File: config.mk
export PLATFORM = sky130hd
export DESIGN_NAME = ring_phase_monitor
export DESIGN_NICKNAME = d
export VERILOG_FILES = /design/src/rtl/ring_pkg.sv /design/src/rtl/onehot_enc4.sv /design/src/rtl/ring_phase_monitor.sv
export SDC_FILE = /design/constraint.sdc
export NUM_CORES = 1
export LEC_CHECK = 0
export ABC_AREA = 1
export BUFFER_PORTS_ARGS = -buffer_cell sky130_fd_sc_hd__buf_2
export CAP_MARGIN = 10
export CORE_UTILIZATION = 49
export DETAILED_ROUTE_END_ITERATION = 12
export PLACE_DENSITY_LB_ADDON = 0.2
export SYNTH_ARGS = -nofsm -noshare
export SYNTH_HDL_FRONTEND = slang
export SYNTH_SLANG_ARGS = --single-unit
File: constraint.sdc
create_clock -name clk -period 1.3 [get_ports clk]
set_input_delay 0.195 -clock clk [delete_from_list [all_inputs] [get_ports clk]]
set_output_delay 0.195 -clock clk [all_outputs]
set_load 0.005 [all_outputs]
File: src/rtl/ring_pkg.sv
// Shared types and helpers for the ring-counter phase monitor.
package ring_pkg;

  localparam int unsigned RING_W = 4;

  localparam logic [RING_W-1:0] HOME_ROT_RIGHT = 4'b1000;
  localparam logic [RING_W-1:0] HOME_ROT_LEFT  = 4'b0001;

  typedef enum logic [1:0] {
    SEARCH,
    LOCKING,
    LOCKED,
    FAULT
  } ring_state_e;

  // Expected next phase of the ring for the given rotation direction.
  function automatic logic [RING_W-1:0] ring_succ(input logic [RING_W-1:0] phase,
                                                  input logic              rot_left);
    return rot_left ? {phase[RING_W-2:0], phase[RING_W-1]}
                    : {phase[0], phase[RING_W-1:1]};
  endfunction

endpackage

File: src/rtl/onehot_enc4.sv
// 4-bit one-hot to binary index encoder; valid only for exactly one set bit.
module onehot_enc4 (
  input  logic [3:0] onehot,
  output logic [1:0] idx,
  output logic       valid
);

  always_comb begin
    idx   = '0;
    valid = 1'b1;
    unique case (onehot)
      4'b0001: idx = 2'd0;
      4'b0010: idx = 2'd1;
      4'b0100: idx = 2'd2;
      4'b1000: idx = 2'd3;
      default: valid = 1'b0;
    endcase
  end

endmodule

File: src/rtl/ring_phase_monitor.sv
// Checks a one-hot ring counter for legal rotation, locks onto it,
// counts revolutions and exposes the current phase as a binary index.
module ring_phase_monitor
  import ring_pkg::*;
#(
  parameter int unsigned LOCK_CYCLES = 4,
  parameter int unsigned REV_W       = 8,
  parameter bit          ROT_LEFT    = 1'b0
) (
  input  logic              clk,
  input  logic              rst_n,
  input  logic [3:0]        phase_i,
  input  logic              clr_i,
  output logic              locked_o,
  output logic              err_o,
  output logic              err_sticky_o,
  output logic [REV_W-1:0]  rev_cnt_o,
  output logic              rev_tick_o,
  output logic [1:0]        idx_o,
  output logic              idx_valid_o
);

  localparam int unsigned RUN_W = (LOCK_CYCLES > 1) ? $clog2(LOCK_CYCLES) : 1;
  localparam logic [RUN_W-1:0] RUN_LAST = RUN_W'(LOCK_CYCLES - 1);
  localparam logic [RING_W-1:0] HOME = ROT_LEFT ? HOME_ROT_LEFT : HOME_ROT_RIGHT;

  logic [RING_W-1:0] ph_q;
  logic [RING_W-1:0] ph_prev;
  ring_state_e       state;
  logic [RUN_W-1:0]  run;

  logic [1:0] enc_idx;
  logic       onehot;
  logic       legal;
  logic       home;
  logic       rev_inc;
  logic       lose_lock;

  always_ff @(posedge clk or negedge rst_n) begin
    if (!rst_n) begin
      ph_q    <= '0;
      ph_prev <= '0;
    end else begin
      ph_q    <= phase_i;
      ph_prev <= ph_q;
    end
  end

  onehot_enc4 u_enc (
    .onehot (ph_q),
    .idx    (enc_idx),
    .valid  (onehot)
  );

  always_comb begin
    legal     = onehot && (ph_q == ring_succ(ph_prev, ROT_LEFT));
    home      = (ph_q == HOME);
    rev_inc   = (state == LOCKED) && legal && home;
    lose_lock = (state == LOCKED) && !legal;
  end

  always_ff @(posedge clk or negedge rst_n) begin
    if (!rst_n) begin
      state        <= SEARCH;
      run          <= '0;
      locked_o     <= 1'b0;
      err_o        <= 1'b0;
      err_sticky_o <= 1'b0;
      rev_cnt_o    <= '0;
      rev_tick_o   <= 1'b0;
      idx_o        <= '0;
      idx_valid_o  <= 1'b0;
    end else begin
      locked_o <= 1'b0;
      err_o    <= 1'b0;
      unique case (state)
        SEARCH, FAULT: begin
          if (onehot) begin
            state <= LOCKING;
            run   <= '0;
          end else begin
            state <= SEARCH;
          end
        end
        LOCKING: begin
          if (legal) begin
            if (run == RUN_LAST) begin
              state    <= LOCKED;
              locked_o <= 1'b1;
            end else begin
              run <= run + 1'b1;
            end
          end else if (onehot) begin
            run <= '0;
          end else begin
            state <= SEARCH;
          end
        end
        LOCKED: begin
          if (legal) begin
            locked_o <= 1'b1;
          end else begin
            state <= FAULT;
            err_o <= 1'b1;
          end
        end
      endcase

      // A new error outranks a same-cycle clear.
      if (lose_lock)  err_sticky_o <= 1'b1;
      else if (clr_i) err_sticky_o <= 1'b0;

      // Clear outranks the increment, but the tick still reports it.
      rev_tick_o <= rev_inc;
      if (clr_i)        rev_cnt_o <= '0;
      else if (rev_inc) rev_cnt_o <= rev_cnt_o + REV_W'(1);

      idx_valid_o <= onehot;
      if (onehot) idx_o <= enc_idx;
    end
  end

endmodule

; ---- After elaboration in Yosys (flattened, before gate mapping)
; Cells that the tools add are included.
[word_totals]
regBits = 27
input_bits = 7
output_inout_bits = 15
elab_cells = 61
[classes]
n_addsub = 2
eq_ne = 13
muxes = 22
n_reduce_logical = 13
[op_table]
columns = cell, count
row1 = $mux 8, 2
row2 = $mux 2, 7
row3 = $pmux 2 s3, 2
row4 = $mux 1, 9
row5 = $ne 3x3->1 const B, 3
row6 = $add 8x1->8 const B, 1
row7 = $eq 2x2->1 const B, 3
row8 = $reduce_bool 2->1, 3
row9 = $eq 4x1->1 const B, 1
row10 = $eq 4x2->1 const B, 1
row11 = $eq 4x3->1 const B, 1
row12 = $eq 4x4->1, 1
row13 = $eq 4x4->1 const B, 1
row14 = $logic_and 1x1->1, 4
row15 = $pmux 2 s2, 1
row16 = $reduce_or 4->1, 1
row17 = $reduce_and 3->1, 1
row18 = $add 2x1->2 const B, 1
row19 = $eq 2x1->1 const B, 1
row20 = $logic_not 2->1, 1
row21 = $ne 2x2->1 const B, 1
row22 = $pmux 1 s2, 1
row23 = $reduce_and 2->1, 1
row24 = $reduce_or 2->1, 1
row25 = $logic_not 1->1, 1

; ---- Longest topological paths before layout
; Gate-level depths: netlist of the first run.
[depth]
ltp_word = 8
depth_mapped = 10
depth_no_buf = 10

; ---- Cells and area by module
; Synthesis of the first run repeated with hierarchy kept, for this count alone.
[hier_totals]
cells_unflattened = 182
area_unflattened_um2 = 1481.4
[modules_own_cells]
columns = mod, n_inst, cells_each, area_each_um2, seq_area_each_um2
row1 = ring_phase_monitor, 1, 165, 1412.6, 675.6
row2 = onehot_enc4, 1, 17, 68.8, 0.0

; ---- Worst setup path before layout of the first run
; OpenSTA, ideal clock, no wires.
[synth_timing]
path_kind = reg-to-reg
start = register ph_q[3]
end = register rev_cnt_o[2]
setup_time_ns = 0.065
t_arrival_ns = 1.228
path_slack_ns = 0.007
path_stages_with_launch = 10
n_path_buf = 0
period_less_slack_ns = 1.293
path_cell_list = dfrtp_1 -> nor2_1 -> nand3_2 -> nand2_4 -> nand3_2 -> nor2_4 -> nand2_4 -> clkinv_4 -> nand3_1 -> nand2_1
[synth_between]
elab_chain_len = 7
word_cells_on_any_way = 11
[synth_lines]
columns = item, line_no
row1 = start: declaration, ring_phase_monitor.sv:27  ; logic [RING_W-1:0] ph_q;
row2 = start signal: assignment, ring_phase_monitor.sv:44  ; ph_q <= phase_i;
row3 = $eq 4x4->1 (tied with other cells), onehot_enc4.sv:11  ; unique case (onehot)
row4 = $reduce_or 4->1 (no source line) (*), n/a
row5 = $mux 1 (*), onehot_enc4.sv:11
row6 = net onehot, ring_phase_monitor.sv:33  ; logic onehot;
row7 = $logic_and 1x1->1 (*), ring_phase_monitor.sv:56  ; legal = onehot && (ph_q == ring_succ(ph_prev, ROT_LEFT));
row8 = $logic_and 1x1->1 (*) (2 in series), ring_phase_monitor.sv:58  ; rev_inc = (state == LOCKED) && legal && home;
row9 = net rev_inc, ring_phase_monitor.sv:36  ; logic rev_inc;
row10 = $reduce_bool 2->1 (no source line) (*), n/a
row11 = end signal: assignment, ring_phase_monitor.sv:116  ; else if (rev_inc) rev_cnt_o <= rev_cnt_o + REV_W'(1);
row12 = end: declaration, ring_phase_monitor.sv:17  ; output logic [REV_W-1:0] rev_cnt_o,
; Mark *: on every way through the listed nets, which the timed path passes. The rest lies on a longest branch.
; A chain may end at the register's enable or synchronous reset.

; ---- Worst setup path after layout of the first run
[layout_timing]
start = register ph_q[0]
end = register rev_cnt_o[1]
; Same word-level chain as after synthesis.

==> results of run 1 <==
[sequential cells by signal, summed over array words and instances, names as in the netlist]
name	count
err_o	1
err_sticky_o	1
idx_o	2
idx_valid_o	1
locked_o	1
ph_prev	4
ph_q	4
rev_cnt_o	8
rev_tick_o	1
run	2
state	2
[cells by family after synthesis]
logic type	share of synthesized area
flops	0.496
compound gates	0.0119
fa+ha+maj	0.0459
buf+inv	0.0698
xor+xnor	0.0386
simple gates	0.338
[path summary, 6_finish.rpt]
check	startpoint	end	slack, ns	cells past startpoint
max	ph_q[0]	rev_cnt_o[1]	-0.15	9
min	rst_n	run[1]	0.39	2
max reg2reg	ph_q[0]	rev_cnt_o[1]	-0.15	9
min reg2reg	idx_o[1]	idx_o[1]	0.48	2
max in group asynchronous	rst_n	ph_q[0]	0.50	2
min in group clk	clr_i	err_sticky_o	0.41	4
[worst max-delay path, cell delays in order, from the launching register on]
cell	delay, ns
dfrtp_2	0.47
nor2_2	0.12
nand3_2	0.10
nand2_4	0.13
nand3_4	0.09
nor2_4	0.16
nand2_4	0.10
clkinv_4	0.08
nand3_1	0.07
nand2_1	0.09
[per-layer routing]
metal,GRT usage,share of wire,vias up
met5,0,0,-
met4,0.0641,0.0091,0
met3,0.0333,0.029,4
met2,0.323,0.50,21
met1,0.239,0.46,515
li1,-,-,581
[what timing repair did]
item                                    CTS  global route
cloned                                    0             2
buffers inserted                          2             1
endpoints found under the hold margin    31             0
endpoints found under the setup margin   18            18
pin swaps                                 2            10
hold buffers                              5             0
resized for setup                        10            16
[cells in the mapped netlist]
| master | number |
|---|---|
| a21oi_1 | 1 |
| nor2_2 | 1 |
| nand2_4 | 2 |
| clkinv_1 | 1 |
| nand2_2 | 3 |
| nand3_2 | 3 |
| nor3_1 | 2 |
| buf_6 | 1 |
| dfrtp_1 | 27 |
| ha_1 | 5 |
| inv_1 | 17 |
| inv_2 | 2 |
| clkinv_4 | 1 |
| xor2_1 | 6 |
| nand2_1 | 48 |
| nand3_1 | 21 |
| nand4_1 | 2 |
| a31oi_1 | 1 |
| nor2_4 | 4 |
| nor2_1 | 8 |
| o21ai_0 | 1 |
[power by group through the flow]
stage / registers (mW) / logic (mW) / clock network, mW
after floorplan: 0.906 / 0.0957 / 0
after global placement: 0.907 / 0.163 / 0
after detailed placement: 0.909 / 0.167 / 0
after CTS: 0.894 / 0.194 / 0.368
after global routing: 0.902 / 0.225 / 0.385
final: 0.896 / 0.199 / 0.341
[area by class of cell]
cell class | count | area [um2]
clock buffers | 3 | 22.5
flip-flops and latches | 27 | 681
fillers | 195 | 783
inverters | 21 | 83.8
repair buffers | 39 | 256
well taps | 30 | 37.5
repair inverters | 1 | 5.00
multi-input cells | 109 | 671
clock inverters | 1 | 5.00
[through the flow]
step | power (mW) | hold WS [ns]
2_1_floorplan | 1.00 | -0.101
3_3_place_gp | 1.07 | 0.219
3_5_place_dp | 1.08 | 0.229
4_1_cts | 1.46 | 0.366
5_1_grt | 1.51 | 0.449
6_report | 1.44 | 0.388
==> results.py, run 1 <==
metrics = {
    "run_status": {
        "status": "finished with violations",
        "violations": "negative setup slack",
    },
    "placed_design": {
        "dp_worst_setup_slack_ns": -0.148,
        "gp_congestion": 0.797,
        "placed_cell_area_um2": 1580,
        "portBuffers": 21,
        "dpl.hpwl_mm": 1.81,
        "dpl.cell_count": 218,
    },
    "clock_network": {
        "cts_tree": "done",
        "root_buffer": "clkbuf_4",
        "insertion_delay_ns": 0.31,
        "cts.clk_slew.worst_paths_ns": 0.13,
        "clockBufferDepth": 2,
        "h-tree-depth": 1,
        "clock-sinks": 27,
        "cts_inserted_buffers": 3,
    },
    "die": {
        "die_area_um2": 3000,
        "die_w_um": 54.7,
        "core_um2": 2540,
        "io_pins": 22,
        "initial_core_util": 0.535,
        "die-height_um": 54.7,
        "row_count": 18,
    },
    "worst_setup_path": {
        "worst_setup_path_end_kind": "register",
        "crit_required_ns": 1.56,
        "critPathMaxFanout": 5,
        "arrival_ns": 1.71,
        "worstSetupStartpointType": "register",
        "path_class": "register to register",
    },
    "yosys": {
        "ys_seq_elements": 27,
        "avgSynthCellArea_um2": 8.68,
        "yosysTopAreaCellShare": 0.496,
        "netlist_instances": 157,
        "syn_nets": 169,
        "ys_types": 21,
        "synth_warnings": 0,
        "yosysTopAreaCell": "dfrtp_1",
        "syn_area_um2": 1360,
        "netlist_top_cells_area": "dfrtp_1, nand2_1, nand3_1",
        "ys_seq_area_frac": 0.496,
    },
    "sta": {
        "fin_tns_setup_ns": -1.46,
        "slew_headroom": 0.618,
        "drv_slew": 0,
        "setup_slack_ns": -0.146,
        "grt_setup_unrepaired": "true",
        "setup_viol": 16,
        "report.final.hold_viol_count": 0,
        "period_share": 1.11,
        "worstMarginPinSlew_ns": 0.572,
        "skew_ns": 0.00207,
        "period_minus_slack_ns": 1.45,
        "max_freq_mhz": 692,
    },
    "detailed_routing": {
        "dr.pass1.iters": 4,
        "drc": 0,
        "routed_wl_mm": 2.52,
        "vias": 1121,
        "avgRoutedWirePerCell_um": 10.9,
        "via_per_inst": 4.85,
        "drt_iter0_drc": 24,
        "postRouteAntennaNets": 0,
    },
    "global_routing": {
        "grt-ovfl-total": 0,
        "track_usage": 0.190,
        "grt_max_degree": 28,
        "antenna_found_initial": 0,
        "grt_pass1_vias": 972,
        "grt_pass1_wl_mm": 4.04,
    },
    "cells_and_area": {
        "final_common_cell": "nand2_1",
        "drive_gt1_frac": 0.388,
        "fin_area_um2": 1760,
        "nNetsFinal": 214,
        "diodes": 0,
        "syn_to_final_growth_pct": 29.3,
        "postLayoutCoreUtil": 0.692,
        "finalNonFillerCells": 231,
        "final_cell_mix": "nand2_1, dfrtp_1, buf_2",
    },
    "power_and_ir_drop": {
        "irDropWorstVdd_uv": 694,
        "seqPwrFrac": 0.624,
        "p_leak_nw": 1.00,
        "switching_share": 0.254,
        "combPwrFrac": 0.139,
        "p_int_mw": 1.07,
        "p_sw_uw": 365,
        "pwr_density_cell_nw_per_um2": 816,
        "pwr-share-clk": 0.238,
    },
    "job": {
        "maxCapViolCount": 0,
    },
    "min_path": {
        "hold_class": "input pin to async pin",
    },
}
No activity file was read; power rests on OpenSTA's default activity.
==> run 2: changes to the inputs <==
Settings changed: ABC_AREA 1 to 0, REMOVE_ABC_BUFFERS set to 1.
==> run 2 against run 1 <==
Net effect:
- the run still ends with negative setup slack left
- sequential cell count unchanged
- area after synthesis is 0.64% lower
- utilization rose by 5.2 points
- routed wire length is 21% higher
- non-clock buffer count is 17 higher
- clock power rose by 7.3%
- via count decreased by 1.7%
- hold slack worse by 0.26 ns
- register-to-register slack got worse by 0.34 ns
- cell count fell by 10%
- critical endpoint is now run[1]
==> results.py, run 2 <==
metrics = {
    "run_status": {
        "status": "finished with violations",
        "violations": "negative setup slack",
    },
    "worst_setup_path": {
        "worst_setup_path_end_kind": "register",
        "arrival_ns": 2.03,
        "critical_path.startpoint": "ph_q[0]",
        "worstSetupStartpointType": "register",
        "r2r_cells": 6,
        "critPathMaxFanout": 5,
        "regToRegSetupSlack_ns": -0.49,
        "r2r_end": "run[1]",
        "crit_required_ns": 1.54,
        "path_class": "register to register",
        "reg2reg_from": "ph_q[0]",
        "crit_end": "run[1]",
    },
    "cells_and_area": {
        "diodes": 0,
        "largestRegisters": "rev_cnt_o (8), ph_prev (4), ph_q (4)",
        "postLayoutCoreUtil": 0.744,
        "final_cell_mix": "buf_4, dfrtp_1, buf_2",
        "fin_area_um2": 1890,
        "drive_gt1_frac": 0.441,
        "fillCellCount": 181,
        "finalNonFillerCells": 207,
        "seq_area_um2": 681,
        "final_common_cell": "buf_4",
        "nNetsFinal": 190,
        "multiInputGateArea_um2": 717,
        "regMostFlops": "rev_cnt_o",
        "syn_to_final_growth_pct": 39.9,
        "largest_register_ffs": 8,
    },
    "placed_design": {
        "dpl.hpwl_mm": 1.87,
        "gp_congestion": 0.841,
        "dp_worst_setup_slack_ns": -0.514,
        "dpl.cell_count": 190,
        "portBuffers": 21,
        "placed_cell_area_um2": 1620,
    },
    "power_and_ir_drop": {
        "pwr-share-clk": 0.218,
        "combPwrFrac": 0.240,
        "switching_share": 0.280,
        "p_sw_uw": 471,
        "pwr_density_cell_nw_per_um2": 887,
        "p_int_mw": 1.21,
        "seqPwrFrac": 0.542,
        "irDropWorstVdd_uv": 730,
        "p_leak_nw": 0.950,
    },
    "global_routing": {
        "busiest_layer": "met2",
        "grt_pass1_vias": 999,
        "met3_usage": 0.0222,
        "antenna_found_initial": 0,
        "grt_pass1_wl_mm": 4.25,
        "grt_max_degree": 28,
        "grt-ovfl-total": 0,
        "track_usage": 0.206,
        "met2_usage": 0.384,
        "gr-usage-met1": 0.233,
    },
    "yosys": {
        "yosys-top-cells-count": "dfrtp_1, nor2_1, xnor2_1, inv_1",
        "synth_top_flop_cell": "dfrtp_1",
        "ys_seq_area_frac": 0.499,
        "synth_top_family_by_area": "simple AND/OR/NAND/NOR gates",
        "synthSimpleGateAreaFrac": 0.201,
        "synth_edf_count": 0,
        "avgSynthCellArea_um2": 11.0,
        "async_reset_ff_frac": 1.00,
        "synthXorXnorAreaFrac": 0.0776,
        "yosysTopAreaCell": "dfrtp_1",
        "syn_area_um2": 1350,
        "yosysTopAreaCellShare": 0.499,
        "synth_fa_ha_area_frac": 0.0462,
        "synth_most_common_cell": "dfrtp_1",
        "synth_warnings": 0,
        "ys_seq_elements": 27,
        "ys_types": 36,
        "synth_compound_area_frac": 0.116,
        "netlist_top_cells_area": "dfrtp_1, xnor2_1, ha_1",
        "synth.area.mux_share": 0,
        "netlist_instances": 123,
    },
    "die": {
        "initial_core_util": 0.532,
        "io_pins": 22,
        "die_w_um": 54.6,
        "row_count": 18,
        "die_area_um2": 2980,
        "die-height_um": 54.6,
        "core_um2": 2540,
    },
    "sta": {
        "worst_hold_slack_ns": 0.129,
        "drv_slew": 0,
        "period_share": 1.37,
        "max_freq_mhz": 560,
        "setup_slack_ns": -0.486,
        "worstMarginPinSlew_ns": 0.596,
        "slew_headroom": 0.603,
        "skew_ns": 0.0152,
        "period_minus_slack_ns": 1.79,
        "grt_setup_unrepaired": "true",
        "report.final.hold_viol_count": 0,
        "setup_viol": 17,
    },
    "min_path": {
        "hold_class": "input pin to register",
    },
    "clock_network": {
        "h-tree-depth": 1,
        "clockBufferDepth": 2,
        "root_buffer": "clkbuf_4",
        "cts.clk_slew.worst_paths_ns": 0.15,
        "clock-sinks": 27,
        "insertion_delay_ns": 0.33,
        "cts_tree": "done",
        "cts_inserted_buffers": 3,
    },
    "detailed_routing": {
        "drt_iter0_drc": 17,
        "avgRoutedWirePerCell_um": 14.7,
        "dr.pass1.iters": 4,
        "vias": 1102,
        "routed_wl_mm": 3.05,
        "postRouteAntennaNets": 0,
        "via_per_inst": 5.32,
        "drc": 0,
    },
    "job": {
        "maxCapViolCount": 0,
    },
}
[run 2: power groups by stage]
stage	logic [mW]	clock network, mW	registers [mW]
4_1_cts	0.363	0.372	0.910
2_1_floorplan	0.149	0	0.928
3_3_place_gp	0.327	0	0.922
5_1_grt	0.446	0.399	0.917
3_5_place_dp	0.333	0	0.925
6_report	0.403	0.366	0.911
[run 2: layout make-up]
class | count | area share
Multi-Input combinational cell | 79 | 0.378
Sequential cell | 27 | 0.359
Clock buffer | 4 | 0.0139
Timing Repair Buffer | 56 | 0.207
Inverter | 11 | 0.0218
Tap cell | 30 | 0.0198
[run 2: critical path, cell delays in order (launching register included)]
cell and delay (ns):
dfrtp_2 0.50, xor2_2 0.22, a211oi_4 0.39, buf_4 0.20
nor2_4 0.04, a31o_2 0.19, a22o_1 0.18
[run 2: cell families (layout without fill, tap and decap cells)]
family,after synthesis,after routing
simple gates,41,41
flops,27,27
buf+inv,17,71
fa+ha+maj,5,5
compound gates,21,21
xor+xnor,12,12
[run 2: worst min-delay path by stage]
stage	from	end	slack [ns]	cells after the start
final	clr_i	rev_cnt_o[7]	0.13	2
after CTS	clr_i	rev_cnt_o[2]	0.13	2
after global placement	rst_n	rev_cnt_o[6]	0.23	1
after detailed placement	rst_n	rev_cnt_o[6]	0.23	1
after global routing	clr_i	rev_cnt_o[7]	0.13	2
after floorplan	rst_n	err_o	-0.10	0
[run 2: routing by layer]
metal,vias to the layer above,part of all wire
li1,530,-
met1,531,0.42
met2,31,0.52
met3,10,0.038
met4,0,0.023
met5,-,0
[run 2: timing repair]
action	4_1_cts	5_1_grt
hold endpoints to repair	31	0
hold buffers	5	0
buffers inserted	4	5
endpoints found under the setup margin	17	19
pin swaps	9	6
gates resized for setup	9	19
[run 2: through the flow]
stage | setup TNS (ns) | total power, mW
3_5_place_dp | -5.36 | 1.26
6_report | -5.47 | 1.68
4_1_cts | -5.00 | 1.65
2_1_floorplan | -6.47 | 1.08
3_3_place_gp | -4.71 | 1.25
5_1_grt | -6.53 | 1.76
==> run 3: changes to the inputs <==
Settings changed: CELL_PAD_IN_SITES_DETAIL_PLACEMENT set to 0, CELL_PAD_IN_SITES_GLOBAL_PLACEMENT set to 1, CORE_UTILIZATION 49 to 38, SETUP_SLACK_MARGIN set to 0.15, SYNTH_HIERARCHICAL set to 1.
==> run 3 against run 2 <==
Net effect:
- the run still ends with negative setup slack left
- die area up 17%
- critical path depth increased by 3
- sequential share of layout area rose by 1.2 points
- register-to-register slack got worse by 0.03 ns
- first-iteration DRC count up 5.9%
- critical endpoint is now rev_cnt_o[6]
- largest power group unchanged
- highest routed layer unchanged
==> results.py, run 3 <==
metrics = {
    "worst_setup_path": {
        "reg2reg_from": "ph_q[1]",
        "path_class": "register to register",
        "r2r_cells": 9,
        "cp.depth": 9,
        "worst_setup_path_end_kind": "register",
        "r2r_end": "rev_cnt_o[6]",
        "worstSetupStartpointType": "register",
        "worst-path-buf-inv": 2,
        "critPathMaxFanout": 8,
        "max_stage_delay_ns": 0.44,
        "cpMaxStageDelayCell": "dfrtp_1",
        "arrival_ns": 2.06,
        "crit_required_ns": 1.54,
        "crit_end": "rev_cnt_o[6]",
        "crit_family": "simple AND/OR/NAND/NOR gates",
        "critical_path.startpoint": "ph_q[1]",
        "regToRegSetupSlack_ns": -0.51,
        "crit_chain": "buf_6 > xor2_2 > o2bb2ai_2 > nand4bb_2 > nor4_4 > buf_4 > nand4_1 > xor2_1 > nor2_1",
    },
    "power_and_ir_drop": {
        "p_leak_nw": 0.906,
        "irDropWorstVdd_uv": 596,
        "total_power_mw": 1.55,
        "pwr_density_cell_nw_per_um2": 851,
    },
    "yosys": {
        "avgSynthCellArea_um2": 11.4,
        "ys_types": 33,
        "synth_warnings": 6,
        "yosysTopAreaCell": "dfrtp_1",
        "synth_top_flop_cell": "dfrtp_1",
        "netlist_top_cells_area": "dfrtp_1, xor2_1, ha_1",
        "ys_seq_elements": 27,
        "synth_edf_count": 0,
        "syn_area_um2": 1230,
        "netlist_instances": 108,
        "synth_most_common_cell": "dfrtp_1",
        "yosysTopAreaCellShare": 0.549,
        "yosys-top-cells-count": "dfrtp_1, nor2_1, xor2_1, nand2_1, ha_1",
        "async_reset_ff_frac": 1.00,
        "ys_seq_area_frac": 0.549,
    },
    "cells_and_area": {
        "fin_area_um2": 1830,
        "final_common_cell": "buf_4",
        "diodes": 0,
        "drive_gt1_frac": 0.450,
        "nNetsFinal": 184,
        "regMostFlops": "rev_cnt_o",
        "largestRegisters": "rev_cnt_o (8), ph_prev (4), ph_q (4)",
        "syn_to_final_growth_pct": 48.4,
        "fillCellCount": 273,
        "postLayoutCoreUtil": 0.598,
        "final_cell_mix": "buf_4, dfrtp_1, buf_2",
        "largest_register_ffs": 8,
    },
    "detailed_routing": {
        "top_layer_used": "met4",
        "dr.pass1.iters": 4,
        "vias": 1022,
        "postRouteAntennaNets": 0,
        "drt_iter0_drc": 18,
        "wl_met2_mm": 1.37,
        "avgRoutedWirePerCell_um": 12.2,
        "wl_met1_mm": 1.12,
        "via_per_inst": 4.75,
        "met3_length_um": 102,
        "drc": 0,
        "routed_wl_mm": 2.62,
    },
    "global_routing": {
        "track_usage": 0.161,
        "antenna_found_initial": 0,
        "grt-ovfl-total": 0,
        "grt_max_degree": 28,
        "grt_pass1_vias": 1014,
        "grt_pass1_wl_mm": 4.24,
    },
    "clock_network": {
        "cts_inserted_buffers": 3,
        "insertion_delay_ns": 0.33,
        "clock-sinks": 27,
        "cts_tree": "done",
        "root_buffer": "clkbuf_4",
        "clockBufferDepth": 2,
        "h-tree-depth": 1,
        "cts.clk_slew.worst_paths_ns": 0.16,
    },
    "die": {
        "die-height_um": 58.9,
        "die_area_um2": 3470,
        "io_pins": 22,
        "initial_core_util": 0.403,
        "core_um2": 3050,
        "die_w_um": 58.9,
        "row_count": 20,
    },
    "sta": {
        "fin_tns_setup_ns": -7.14,
        "period_minus_slack_ns": 1.81,
        "setup_viol": 19,
        "drv_slew": 0,
        "worstMarginPinSlew_ns": 0.595,
        "skew_ns": 0.00341,
        "setup_slack_ns": -0.514,
        "report.final.hold_viol_count": 0,
        "period_share": 1.40,
        "slew_headroom": 0.603,
        "max_freq_mhz": 551,
        "grt_setup_unrepaired": "true",
    },
    "min_path": {
        "hold_class": "input pin to register",
    },
    "placed_design": {
        "dpl.hpwl_mm": 1.73,
        "placed_cell_area_um2": 1520,
        "dp_worst_setup_slack_ns": -0.663,
        "gp_congestion": 0.855,
        "portBuffers": 21,
    },
    "run_status": {
        "status": "finished with violations",
        "violations": "negative setup slack",
    },
    "job": {
        "maxCapViolCount": 0,
    },
}
## run 3: changes by cell type after synthesis, sizes merged, moves of 2 or more
cell / before / now
nand4bb: 0 / 2
nand3: 1 / 3
mux2: 0 / 2
buf: 6 / 2
nor2: 14 / 11
xnor2: 11 / 3
xor2: 1 / 10
nand2: 6 / 8
a32o: 3 / 0
nor4: 6 / 2
nor4b: 2 / 0
inv: 11 / 3
## run 3: worst min-delay path by stage
stage                     depth (start not counted)  slack [ns]           end  start
after floorplan                                   0       -0.10         err_o  rst_n
after CTS                                         2        0.11  rev_cnt_o[5]  clr_i
final                                             2        0.13  rev_cnt_o[5]  clr_i
after global placement                            1        0.23  rev_cnt_o[6]  rst_n
after detailed placement                          1        0.24  rev_cnt_o[6]  rst_n
after global routing                              2        0.11  rev_cnt_o[5]  clr_i
## run 3: worst register-to-register path, stage by stage (launching register included)
cell and delay (ns):
dfrtp_1 0.44, buf_6 0.14, xor2_2 0.16, o2bb2ai_2 0.14, nand4bb_2 0.15, nor4_4 0.17, buf_4 0.21, nand4_1 0.13
xor2_1 0.15, nor2_1 0.05
## run 3: final cells by class
class                   instances  area (um2)  area share
clock inverters                 1        8.76     0.00479
multi-input cells              76         599       0.328
repair buffers                 61         452       0.247
inverters                       3        11.3     0.00616
flip-flops and latches         27         678       0.371
well taps                      44        55.1      0.0301
clock buffers                   3        22.5      0.0123
## run 3: logic make-up after synthesis
logic type,share of synthesized area
DFF,0.549
xor gates and xnor gates,0.0925
adders and majority gates,0.0508
and+or+nand+nor,0.183
AOI/OAI and AO/OA,0.0773
buffers and inverters,0.0213
muxes,0.0264
## run 3: routing by layer
metal / vias up / global-route usage
li1: 501 / -
met1: 495 / 0.193
met2: 22 / 0.286
met3: 4 / 0.0264
met4: 0 / 0.0680
met5: - / 0
## run 3: report_power, final
part | internal (mW) | leakage, nW | switching [mW]
Clock | 0.126 | 0.0183 | 0.271
Combinational | 0.148 | 0.534 | 0.122
Sequential | 0.869 | 0.354 | 0.0183
Total | 1.14 | 0.906 | 0.411
## run 3: repair_timing
item | 4_1_cts | 5_1_grt
gates cloned | 0 | 0
pin swaps | 14 | 3
resized for setup | 18 | 8
endpoints found under the hold margin | 31 | 0
hold buffers | 5 | 0
endpoints found under the setup margin | 22 | 26
buffers inserted | 12 | 4
## run 3: metrics by stage
stage	cells	hold WS [ns]
3_3_place_gp	190	0.233
5_1_grt	215	0.111
3_5_place_dp	190	0.235
6_report	215	0.125
2_1_floorplan	106	-0.101
4_1_cts	211	0.108
